**src/rtl/piece_queue_pkg.sv**
```systemverilog
// Shared types for the piece queue: the piece code, the illegal-code marker,
// the sequencer states and a legality helper.
package piece_queue_pkg;

  typedef logic [2:0] piece_t;

  localparam piece_t PIECE_INVALID = 3'd7;
  localparam int     PREVIEW_N     = 3;

  typedef enum logic [1:0] {
    ST_FILL = 2'd0,
    ST_RUN  = 2'd1,
    ST_WAIT = 2'd2
  } state_t;

  function automatic logic is_legal(input piece_t p);
    return (p != PIECE_INVALID);
  endfunction

endpackage

```
**src/rtl/piece_queue_if.sv**
```systemverilog
// Generator handshake, game-logic requests and piece/preview status bundled
// into one interface; master is the game/generator side, slave is the queue.
interface piece_queue_if;
  import piece_queue_pkg::*;

  logic                     gen_ready;
  piece_t                   gen_piece;
  logic                     gen_take;
  logic                     spawn_req;
  logic                     hold_req;
  logic                     spawn_valid;
  piece_t                   active_piece;
  piece_t                   hold_piece;
  logic                     hold_valid;
  logic [3*PREVIEW_N-1:0]   preview;
  logic [PREVIEW_N-1:0]     preview_valid;
  logic                     err_invalid;

  modport master (
    output gen_ready, gen_piece, spawn_req, hold_req,
    input  gen_take, spawn_valid, active_piece, hold_piece, hold_valid,
           preview, preview_valid, err_invalid
  );

  modport slave (
    input  gen_ready, gen_piece, spawn_req, hold_req,
    output gen_take, spawn_valid, active_piece, hold_piece, hold_valid,
           preview, preview_valid, err_invalid
  );

endinterface

```
**src/rtl/piece_queue_fifo.sv**
```systemverilog
// Shift-style FIFO of piece codes: entry 0 is always the head, so every slot
// can be peeked directly for the preview.
module piece_fifo
  import piece_queue_pkg::*;
#(
  parameter  int DEPTH = 4,
  localparam int CW    = $clog2(DEPTH + 1)
) (
  input  logic                 clk,
  input  logic                 reset,
  input  logic                 push,
  input  piece_t               push_data,
  input  logic                 pop,
  output logic [CW-1:0]        count,
  output piece_t [DEPTH-1:0]   entries
);

  localparam logic [CW-1:0] FULL_COUNT = CW'(DEPTH);

  piece_t [DEPTH-1:0] mem_r;
  piece_t [DEPTH-1:0] shifted_s;
  piece_t [DEPTH-1:0] mem_n_s;
  logic [CW-1:0]      count_r;
  logic [CW-1:0]      count_n_s;
  logic [CW-1:0]      wr_idx_s;
  logic               do_pop_s;
  logic               do_push_s;

  assign do_pop_s  = pop && (count_r != {CW{1'b0}});
  assign do_push_s = push && ((count_r != FULL_COUNT) || do_pop_s);
  // A same-cycle pop frees the slot just below the current tail.
  assign wr_idx_s  = do_pop_s ? (count_r - CW'(1)) : count_r;

  // Next storage contents: optional shift toward the head, then tail write.
  always_comb begin
    shifted_s = mem_r;
    if (do_pop_s) begin
      for (int i = 0; i < DEPTH - 1; i++) begin
        shifted_s[i] = mem_r[i + 1];
      end
      shifted_s[DEPTH-1] = 3'd0;
    end else begin
      shifted_s = mem_r;
    end
    mem_n_s = shifted_s;
    for (int i = 0; i < DEPTH; i++) begin
      if (do_push_s && (wr_idx_s == CW'(i))) begin
        mem_n_s[i] = push_data;
      end else begin
        mem_n_s[i] = shifted_s[i];
      end
    end
  end

  // Next occupancy count.
  always_comb begin
    count_n_s = count_r;
    case ({do_push_s, do_pop_s})
      2'b10:   count_n_s = count_r + CW'(1);
      2'b01:   count_n_s = count_r - CW'(1);
      default: count_n_s = count_r;
    endcase
  end

  // Storage and count registers.
  always_ff @(posedge clk) begin
    if (reset) begin
      mem_r   <= '{default: 3'd0};
      count_r <= {CW{1'b0}};
    end else begin
      mem_r   <= mem_n_s;
      count_r <= count_n_s;
    end
  end

  assign count   = count_r;
  assign entries = mem_r;

endmodule

```
**src/rtl/piece_queue.sv**
```systemverilog
// Upcoming-piece queue with hold slot: fills from the generator, hands pieces
// to the game on spawn, and supports one hold/swap per spawned piece.
module piece_queue
  import piece_queue_pkg::*;
#(
  parameter int DEPTH = 4
) (
  input  logic         clk,
  input  logic         reset,
  piece_queue_if.slave bus
);

  localparam int            CW         = $clog2(DEPTH + 1);
  localparam logic [CW-1:0] FULL_COUNT = CW'(DEPTH);

  state_t             state_r;
  state_t             state_n_s;
  logic [CW-1:0]      count_s;
  piece_t [DEPTH-1:0] entries_s;
  logic               pop_s;
  logic               capture_s;
  logic               push_s;
  logic               load_head_s;
  logic               load_gen_s;
  logic               park_s;
  logic               swap_s;
  piece_t             active_piece_r;
  logic               active_valid_r;
  piece_t             hold_piece_r;
  logic               hold_valid_r;
  logic               hold_allowed_r;
  logic               spawn_valid_r;
  logic               err_invalid_r;
  logic [3*PREVIEW_N-1:0] preview_s;
  logic [PREVIEW_N-1:0]   preview_valid_s;

  // While waiting the queue is empty, so the generator is always accepted there.
  assign capture_s = bus.gen_ready && ((count_s != FULL_COUNT) || pop_s);
  assign push_s    = capture_s && is_legal(bus.gen_piece) && (state_r != ST_WAIT);

  piece_fifo #(.DEPTH(DEPTH)) u_fifo (
    .clk       (clk),
    .reset     (reset),
    .push      (push_s),
    .push_data (bus.gen_piece),
    .pop       (pop_s),
    .count     (count_s),
    .entries   (entries_s)
  );

  // Sequencer next state and per-cycle action strobes.
  always_comb begin
    state_n_s   = state_r;
    pop_s       = 1'b0;
    load_head_s = 1'b0;
    load_gen_s  = 1'b0;
    park_s      = 1'b0;
    swap_s      = 1'b0;
    case (state_r)
      ST_FILL: begin
        if (count_s == FULL_COUNT) begin
          state_n_s = ST_RUN;
        end else begin
          state_n_s = ST_FILL;
        end
      end
      ST_RUN: begin
        if (bus.spawn_req) begin
          if (count_s != {CW{1'b0}}) begin
            pop_s       = 1'b1;
            load_head_s = 1'b1;
          end else begin
            state_n_s = ST_WAIT;
          end
        end else if (bus.hold_req && hold_allowed_r) begin
          if (hold_valid_r) begin
            swap_s = 1'b1;
          end else if (active_valid_r) begin
            park_s = 1'b1;
            if (count_s != {CW{1'b0}}) begin
              pop_s       = 1'b1;
              load_head_s = 1'b1;
            end else begin
              state_n_s = ST_WAIT;
            end
          end else begin
            state_n_s = ST_RUN;
          end
        end else begin
          state_n_s = ST_RUN;
        end
      end
      ST_WAIT: begin
        if (bus.gen_ready && is_legal(bus.gen_piece)) begin
          load_gen_s = 1'b1;
          state_n_s  = ST_RUN;
        end else begin
          state_n_s = ST_WAIT;
        end
      end
      default: state_n_s = ST_FILL;
    endcase
  end

  // Sequencer state register.
  always_ff @(posedge clk) begin
    if (reset) begin
      state_r <= ST_FILL;
    end else begin
      state_r <= state_n_s;
    end
  end

  // Active/hold slots and the one-cycle status pulses.
  always_ff @(posedge clk) begin
    if (reset) begin
      active_piece_r <= 3'd0;
      active_valid_r <= 1'b0;
      hold_piece_r   <= 3'd0;
      hold_valid_r   <= 1'b0;
      hold_allowed_r <= 1'b0;
      spawn_valid_r  <= 1'b0;
      err_invalid_r  <= 1'b0;
    end else begin
      spawn_valid_r <= load_head_s || load_gen_s || swap_s;
      err_invalid_r <= capture_s && !is_legal(bus.gen_piece);
      if (swap_s) begin
        active_piece_r <= hold_piece_r;
        hold_piece_r   <= active_piece_r;
        hold_allowed_r <= 1'b0;
      end else if (park_s) begin
        // Parking always consumes the hold right, even when a spawn follows.
        hold_piece_r   <= active_piece_r;
        hold_valid_r   <= 1'b1;
        hold_allowed_r <= 1'b0;
        if (load_head_s) begin
          active_piece_r <= entries_s[0];
        end else begin
          active_valid_r <= 1'b0;
        end
      end else if (load_head_s) begin
        active_piece_r <= entries_s[0];
        active_valid_r <= 1'b1;
        hold_allowed_r <= 1'b1;
      end else if (load_gen_s) begin
        active_piece_r <= bus.gen_piece;
        active_valid_r <= 1'b1;
        hold_allowed_r <= 1'b1;
      end
    end
  end

  // Preview shows the entries behind the head, blanked when not occupied.
  for (genvar i = 0; i < PREVIEW_N; i++) begin : g_prev
    if (i + 1 < DEPTH) begin : g_on
      assign preview_valid_s[i]  = (count_s > CW'(i + 1));
      assign preview_s[3*i +: 3] = preview_valid_s[i] ? entries_s[i+1] : 3'd0;
    end else begin : g_off
      assign preview_valid_s[i]  = 1'b0;
      assign preview_s[3*i +: 3] = 3'd0;
    end
  end

  assign bus.gen_take      = capture_s;
  assign bus.spawn_valid   = spawn_valid_r;
  assign bus.active_piece  = active_piece_r;
  assign bus.hold_piece    = hold_piece_r;
  assign bus.hold_valid    = hold_valid_r;
  assign bus.preview       = preview_s;
  assign bus.preview_valid = preview_valid_s;
  assign bus.err_invalid   = err_invalid_r;

endmodule

```
**src/flat_wrapper.sv**
```systemverilog
// flat-port wrapper written by rule: the top's interface ports become plain ports
module piece_queue_flat import piece_queue_pkg::*;
#(
  parameter int DEPTH = 4
)
  (clk, reset, bus_gen_ready, bus_gen_piece, bus_spawn_req, bus_hold_req, bus_gen_take, bus_spawn_valid, bus_active_piece, bus_hold_piece, bus_hold_valid, bus_preview, bus_preview_valid, bus_err_invalid);
  piece_queue_if bus_i ();
  input  logic clk;
  input  logic reset;
  input wire logic [$bits(bus_i.gen_ready)-1:0] bus_gen_ready;
  input wire logic [$bits(bus_i.gen_piece)-1:0] bus_gen_piece;
  input wire logic [$bits(bus_i.spawn_req)-1:0] bus_spawn_req;
  input wire logic [$bits(bus_i.hold_req)-1:0] bus_hold_req;
  output wire logic [$bits(bus_i.gen_take)-1:0] bus_gen_take;
  output wire logic [$bits(bus_i.spawn_valid)-1:0] bus_spawn_valid;
  output wire logic [$bits(bus_i.active_piece)-1:0] bus_active_piece;
  output wire logic [$bits(bus_i.hold_piece)-1:0] bus_hold_piece;
  output wire logic [$bits(bus_i.hold_valid)-1:0] bus_hold_valid;
  output wire logic [$bits(bus_i.preview)-1:0] bus_preview;
  output wire logic [$bits(bus_i.preview_valid)-1:0] bus_preview_valid;
  output wire logic [$bits(bus_i.err_invalid)-1:0] bus_err_invalid;
  assign bus_i.gen_ready = bus_gen_ready;
  assign bus_i.gen_piece = bus_gen_piece;
  assign bus_i.spawn_req = bus_spawn_req;
  assign bus_i.hold_req = bus_hold_req;
  assign bus_gen_take = bus_i.gen_take;
  assign bus_spawn_valid = bus_i.spawn_valid;
  assign bus_active_piece = bus_i.active_piece;
  assign bus_hold_piece = bus_i.hold_piece;
  assign bus_hold_valid = bus_i.hold_valid;
  assign bus_preview = bus_i.preview;
  assign bus_preview_valid = bus_i.preview_valid;
  assign bus_err_invalid = bus_i.err_invalid;
  piece_queue #(.DEPTH(DEPTH)) u_core (.clk(clk), .reset(reset), .bus(bus_i));
endmodule
```
**config.mk**
```make
export PLATFORM = sky130hd
export DESIGN_NAME = piece_queue_flat
export DESIGN_NICKNAME = d
export VERILOG_FILES = /design/src/rtl/piece_queue_pkg.sv /design/src/rtl/piece_queue_if.sv /design/src/rtl/piece_queue_fifo.sv /design/src/rtl/piece_queue.sv /design/src/flat_wrapper.sv
export SDC_FILE = /design/constraint.sdc
export NUM_CORES = 1
export LEC_CHECK = 0
export CAP_MARGIN = 25
export CORE_MARGIN = 2
export CORE_UTILIZATION = 58
export CTS_BUF_LIST = sky130_fd_sc_hd__clkbuf_16
export CTS_CLUSTER_SIZE = 10
export DETAILED_ROUTE_END_ITERATION = 12
export MAX_ROUTING_LAYER = met4
export PLACE_DENSITY = 0.85
export REMOVE_ABC_BUFFERS = 1
export SLEW_MARGIN = 5
export SYNTH_ARGS = -nofsm -noshare
export SYNTH_HDL_FRONTEND = slang
export SYNTH_HIERARCHICAL = 1
export SYNTH_SLANG_ARGS = --single-unit
```
**constraint.sdc**
```tcl
create_clock -name clk -period 6 [get_ports clk]
set_input_delay 0.6 -clock clk [delete_from_list [all_inputs] [get_ports clk]]
set_output_delay 0.6 -clock clk [all_outputs]
set_load 0.01 [all_outputs]
```
==> results of run 1 <==
-- power by group through the flow --
stage	combinational [uW]	clock (uW)	sequential, uW
4_1_cts	131	201	212
6_report	135	197	211
2_1_floorplan	93.0	0	211
5_1_grt	143	207	213
3_3_place_gp	125	0	215
3_5_place_dp	130	0	215
-- registers in the layout, summed over array words and instances, names as in the netlist --
name                     flops
u_core/active_valid_r        1
u_core/bus.hold_piece        3
u_core/bus.hold_valid        1
u_core/u_fifo/count          3
u_core/bus.spawn_valid       1
u_core/bus.active_piece      3
u_core/state_r               2
u_core/bus.err_invalid       1
u_core/hold_allowed_r        1
u_core/u_fifo/entries       12
-- worst max-delay path, delay by kind of cell --
kind / cells / cell delay [ns]
AO/OA/AOI/OAI: 4 / 1.00
multiplexers: 1 / 0.18
AND/OR/NAND/NOR: 2 / 0.94
buffers and inverters: 2 / 0.82
-- through the flow --
step	utilization	instances	setup slack (ns)	power (uW)	hold WS (ns)
after floorplan	-	198	3.13	304	0.461
after global placement	0.702	272	2.63	340	0.475
after detailed placement	0.702	272	2.40	345	0.494
after CTS	0.736	276	2.71	544	0.505
after global routing	0.741	277	2.38	564	0.519
final	0.741	277	2.66	543	0.504
-- cell type report --
type	instances	area [sq um]	share of cell area
well taps	44	55.1	0.0241
inverters	10	37.5	0.0165
flip-flops and latches	28	561	0.246
clock inverters	1	30.0	0.0132
repair buffers	31	313	0.137
multi-input cells	160	1210	0.530
clock buffers	3	75.1	0.0329
-- layout by cell type (no fill, tap or decap), types with 2 or more instances in the layout --
cell type        count
a311o_1              3
o21ai_2              3
a21oi_1              7
xnor2_1              2
nand3b_1             4
nor2b_1              9
nor2_1              15
a21boi_0            10
o21ai_0              3
clkdlybuf4s50_1     29
nand2b_1             8
mux2i_1             18
nand3_1              4
nand2_1              6
a211oi_1             5
and4b_1              2
and4_1               2
o32ai_1              3
clkbuf_16            3
a211oi_2             2
nor3_1               2
and2_1               3
inv_1               10
and3_1              11
ha_1                 3
dfxtp_1             28
o21bai_1            11
-- metal layers --
metal | vias up | GRT usage | share of wire
met5 | - | - | 0
met4 | 0 | 0.0932 | 0.011
met3 | 4 | 0.0277 | 0.035
met2 | 42 | 0.424 | 0.49
met1 | 805 | 0.379 | 0.47
li1 | 819 | - | -
-- worst min path at each step --
stage                                startpoint                    end  slack (ns)  depth (start not counted)
final                     u_core/bus.hold_valid  u_core/bus.hold_valid        0.50                          2
after global routing      u_core/bus.hold_valid  u_core/bus.hold_valid        0.52                          2
after CTS                 u_core/bus.hold_valid  u_core/bus.hold_valid        0.50                          2
after detailed placement  u_core/bus.hold_valid  u_core/bus.hold_valid        0.49                          2
after global placement    u_core/bus.hold_valid  u_core/bus.hold_valid        0.47                          2
after floorplan           u_core/active_valid_r  u_core/active_valid_r        0.46                          2
-- kinds of logic after synthesis --
family / Yosys count / share of synthesized area
simple gates: 77 / 0.252
buf+inv: 22 / 0.0573
mux: 19 / 0.102
compound gates: 59 / 0.261
flops: 28 / 0.299
xor+xnor: 2 / 0.00934
fa+ha+maj: 3 / 0.0200
==> flow_metrics.env, run 1 <==
export IMPL_synth_edf_count=0
export IMPL_wirelength_mm=4.53
export IMPL_cts_tree="done"
export IMPL_worstRegToRegCells=8
export IMPL_layout_nets=245
export IMPL_initial_core_util=0.610
export IMPL_netlist_instances=210
export IMPL_port_buffers=29
export IMPL_first_pass_iters=5
export IMPL_dieHeight_microns=60.9
export IMPL_cts_max_level=1
export IMPL_crit_path_end="u_core/u_fifo/entries[11]"
export IMPL_yosys_register_bits=28
export IMPL_hpwl_mm=3.11
export IMPL_max_clock_path_buffers=2
export IMPL_place_area_sq_um=2160
export IMPL_grt_overflow_total=0
export IMPL_critPathKind="in2reg"
export IMPL_drive_above_1_share=0.0944
export IMPL_worst_pin_slew_ns=0.863
export IMPL_cp_slowest_cell="nor3b_1"
export IMPL_drt_initial_drc_count=161
export IMPL_ys_top_cells_by_area="dfxtp_1 30%, mux2i_1 9.6%, o21bai_1 4.4%"
export IMPL_async_reset_ff_frac=0
export IMPL_drt_drc_violations_left=0
export IMPL_core_sq_um=3080
export IMPL_fillers=240
export IMPL_r2r_slack_ns=3.11
export IMPL_area_delta_synth_final_pct=21.5
export IMPL_crit_chain="clkdlybuf4s50_1, nand4b_1, a21oi_1, o21ai_0, nor3b_1, inv_1, a311oi_4, o21a_4, mux2i_1"
export IMPL_setup_violations=0
export IMPL_pwr_density_cell_nw_per_um2=238
export IMPL_antenna_found_initial=0
export IMPL_p_leak_uw=0.000946
export IMPL_ioPinCount=30
export IMPL_grt_first_pass_wirelength_mm=7.47
export IMPL_clk_pin_slew_ns=0.07
export IMPL_place_congestion=0.916
export IMPL_cp_max_fo=8
export IMPL_cts_hold_buf=0
export IMPL_synth_distinct_cells=54
export IMPL_clock_sinks=28
export IMPL_drv_cap=0
export IMPL_r2r_end="u_core/u_fifo/entries[11]"
export IMPL_pwr_share_comb=0.248
export IMPL_fp_row_count=20
export IMPL_slew_limit_headroom=0.423
export IMPL_post_cts_resized=0
export IMPL_grt_usage=0.276
export IMPL_ir_worst_vdd_v=0.000137
export IMPL_synthFlopType="dfxtp_1"
export IMPL_numCtsBuffers=3
export IMPL_synth_area_leader_cell="dfxtp_1"
export IMPL_wl_per_cell_microns=16.3
export IMPL_hold_viol=0
export IMPL_ys_seq_area_frac=0.299
export IMPL_grt_max_degree=35
export IMPL_finalCritPeriodShare=0.557
export IMPL_ys_warn_count=6
export IMPL_worst_path_largest_cell_delay_ns=0.73
export IMPL_yosys_top_cells_count="28 x dfxtp_1, 18 x mux2i_1, 15 x nor2_1"
export IMPL_antenna_left=0
export IMPL_skew_ns=0.00300
export IMPL_p_sw_uw=161
export IMPL_post_route_cell_area_sq_um=2280
export IMPL_outcome="completed"
export IMPL_rsz0062_at_grt="no"
export IMPL_pwr_share_clk=0.363
export IMPL_cp_arrival_ns=3.53
export IMPL_cp_end_kind="flip-flop"
export IMPL_vias=1670
export IMPL_syn_cell_area_sq_um=1880
export IMPL_hold_class="reg2reg"
export IMPL_post_cts_buffers=0
export IMPL_antenna_cells=0
export IMPL_crit_start="bus_hold_req"
export IMPL_grt_pass1_vias=1585
export IMPL_crit_required_ns=6.19
export IMPL_post_drt_via_cell_ratio=6.03
export IMPL_die_w_microns=60.9
export IMPL_r2r_start="u_core/bus.hold_valid"
export IMPL_clock_latency_ns=0.26
export IMPL_fin_setup_tns_ns=0
export IMPL_design_die_area_sq_um=3710
export IMPL_cts_root_buf="clkbuf_16"
export IMPL_min_period_ns=3.34
export IMPL_synth_most_common_cell="dfxtp_1"
export IMPL_intPower_uw=382
export IMPL_finalMaxSlewViolations=0
export IMPL_start_kind="primary input"
export IMPL_syn_area_per_cell_sq_um=8.94
export IMPL_netlist_area_leader_share=0.299
export IMPL_power_share_sequential=0.389
export IMPL_fmax_mhz=299
export IMPL_swShare=0.297
(Power assumes the default switching activity.)
==> run 2, diff against run 1 <==
--- a/config.mk
+++ b/config.mk
@@ -7,12 +7,12 @@
 export LEC_CHECK = 0
 export CAP_MARGIN = 25
 export CORE_MARGIN = 2
-export CORE_UTILIZATION = 58
+export CORE_UTILIZATION = 48
 export CTS_BUF_LIST = sky130_fd_sc_hd__clkbuf_16
 export CTS_CLUSTER_SIZE = 10
 export DETAILED_ROUTE_END_ITERATION = 12
 export MAX_ROUTING_LAYER = met4
-export PLACE_DENSITY = 0.85
+export PLACE_DENSITY = 0.76
 export REMOVE_ABC_BUFFERS = 1
 export SLEW_MARGIN = 5
 export SYNTH_ARGS = -nofsm -noshare
==> constraint.sdc (replaced) <==
create_clock -name clk -period 2.7 [get_ports clk]
set_input_delay 0.27 -clock clk [delete_from_list [all_inputs] [get_ports clk]]
set_output_delay 0.27 -clock clk [all_outputs]
set_load 0.01 [all_outputs]
==> run 2 against run 1 <==
Non-clock buffer count grew 6. Worst setup slack lost 2.3 ns. Power grew 130%. Die area grew 19%. Final area grew 2.2%. Sequential power grew 120%. Register-to-register slack lost 2.7 ns. Via count shrank 2.9%. Flip-flop and latch count is the same.
==> flow_metrics.env, run 2 (synthesis results as in run 1) <==
export IMPL_outcome="completed"
export IMPL_grt_pass1_vias=1482
export IMPL_p_leak_uw=0.000973
export IMPL_fmax_mhz=434
export IMPL_post_cts_buffers=0
export IMPL_antenna_left=0
export IMPL_first_pass_iters=4
export IMPL_min_period_ns=2.30
export IMPL_finalCritPeriodShare=0.854
export IMPL_grt_overflow_total=0
export IMPL_antenna_cells=0
export IMPL_fin_setup_tns_ns=0
export IMPL_slew_limit_headroom=0.624
export IMPL_fp_row_count=22
export IMPL_clock_latency_ns=0.26
export IMPL_cts_root_buf="clkbuf_16"
export IMPL_layout_cells_non_filler=287
export IMPL_hold_slack_ns=0.488
export IMPL_numCtsBuffers=3
export IMPL_start_kind="primary input"
export IMPL_max_clock_path_buffers=2
export IMPL_post_cts_resized=0
export IMPL_layout_nets=251
export IMPL_hold_viol=0
export IMPL_pwr_density_cell_nw_per_um2=528
export IMPL_cp_max_fo=6
export IMPL_drt_drc_violations_left=0
export IMPL_cp_end_kind="flip-flop"
export IMPL_cp_arrival_ns=2.50
export IMPL_die_w_microns=66.5
export IMPL_critPathKind="in2reg"
export IMPL_worst_pin_slew_ns=0.563
export IMPL_cts_tree="done"
export IMPL_place_congestion=0.860
export IMPL_layout_commonest_cell="clkdlybuf4s50_1"
export IMPL_grt_first_pass_wirelength_mm=6.99
export IMPL_drt_initial_drc_count=147
export IMPL_hpwl_mm=2.95
export IMPL_design_die_area_sq_um=4430
export IMPL_area_delta_synth_final_pct=24.1
export IMPL_initial_core_util=0.505
export IMPL_clock_sinks=28
export IMPL_skew_ns=0.00323
export IMPL_cts_hold_buf=0
export IMPL_setup_violations=0
export IMPL_finalMaxSlewViolations=0
export IMPL_post_drt_via_cell_ratio=5.65
export IMPL_drv_cap=0
export IMPL_cts_max_level=1
export IMPL_port_buffers=29
export IMPL_clk_pin_slew_ns=0.07
export IMPL_crit_required_ns=2.90
export IMPL_hold_class="reg2reg"
export IMPL_wirelength_mm=4.16
export IMPL_grt_usage=0.209
export IMPL_wl_per_cell_microns=14.5
export IMPL_grt_max_degree=35
export IMPL_antenna_found_initial=0
export IMPL_ir_worst_vdd_v=0.000261
export IMPL_largest_reg_flops=12
export IMPL_core_sq_um=3720
export IMPL_mostFrequentLayoutCells="29 x clkdlybuf4s50_1, 28 x dfxtp_1, 18 x mux2i_1"
export IMPL_rsz0062_at_grt="no"
export IMPL_drive_above_1_share=0.117
export IMPL_ioPinCount=30
export IMPL_vias=1621
export IMPL_dieHeight_microns=66.5
export IMPL_dp_cells=283
-- run 2: layout make-up --
class	count	area, sq um
Clock inverter	1	30.0
Multi-Input combinational cell	160	1220
Timing Repair Buffer	37	350
Tap cell	48	60.1
Inverter	10	37.5
Fill cell	321	1390
Sequential cell	28	561
Clock buffer	3	75.1
-- run 2: worst paths after layout --
check                                            start                        end  slack (ns)  cells past startpoint
worst max-delay path                      bus_hold_req  u_core/u_fifo/entries[11]        0.40                      9
worst min register to register   u_core/bus.hold_valid      u_core/bus.hold_valid        0.49                      2
worst max register to register  u_core/u_fifo/count[0]  u_core/u_fifo/entries[11]        0.45                      9
worst min-delay path             u_core/bus.hold_valid      u_core/bus.hold_valid        0.49                      2
-- run 2: power breakdown --
group	internal, uW	switching, uW	total (uW)
Sequential	434	27.6	461
Clock	295	147	442
Combinational	136	191	327
Total	865	365	1230
-- run 2: routing by layer --
layer | track usage | wire, microns
met4 | 0.0536 | 27
met2 | 0.323 | 1880
met5 | - | 0
met3 | 0.0304 | 164
met1 | 0.288 | 2090
-- run 2: metrics by stage --
step / instance area [sq um] / setup WS (ns) / power, uW / utilization
2_1_floorplan: 1810 / -0.0541 / 676 / -
5_1_grt: 2330 / 0.281 / 1290 / 0.627
3_3_place_gp: 2220 / 0.240 / 788 / 0.599
3_5_place_dp: 2220 / 0.145 / 794 / 0.599
6_report: 2330 / 0.395 / 1230 / 0.627
4_1_cts: 2330 / 0.418 / 1230 / 0.627
-- run 2: worst max-delay path, cell delays in order --
cell	delay, ns
clkdlybuf4s50_1	0.51
nand4b_1	0.14
a21oi_1	0.16
o21ai_0	0.15
nor3b_1	0.29
inv_1	0.19
a311oi_4	0.39
o21a_4	0.22
mux2i_1	0.17
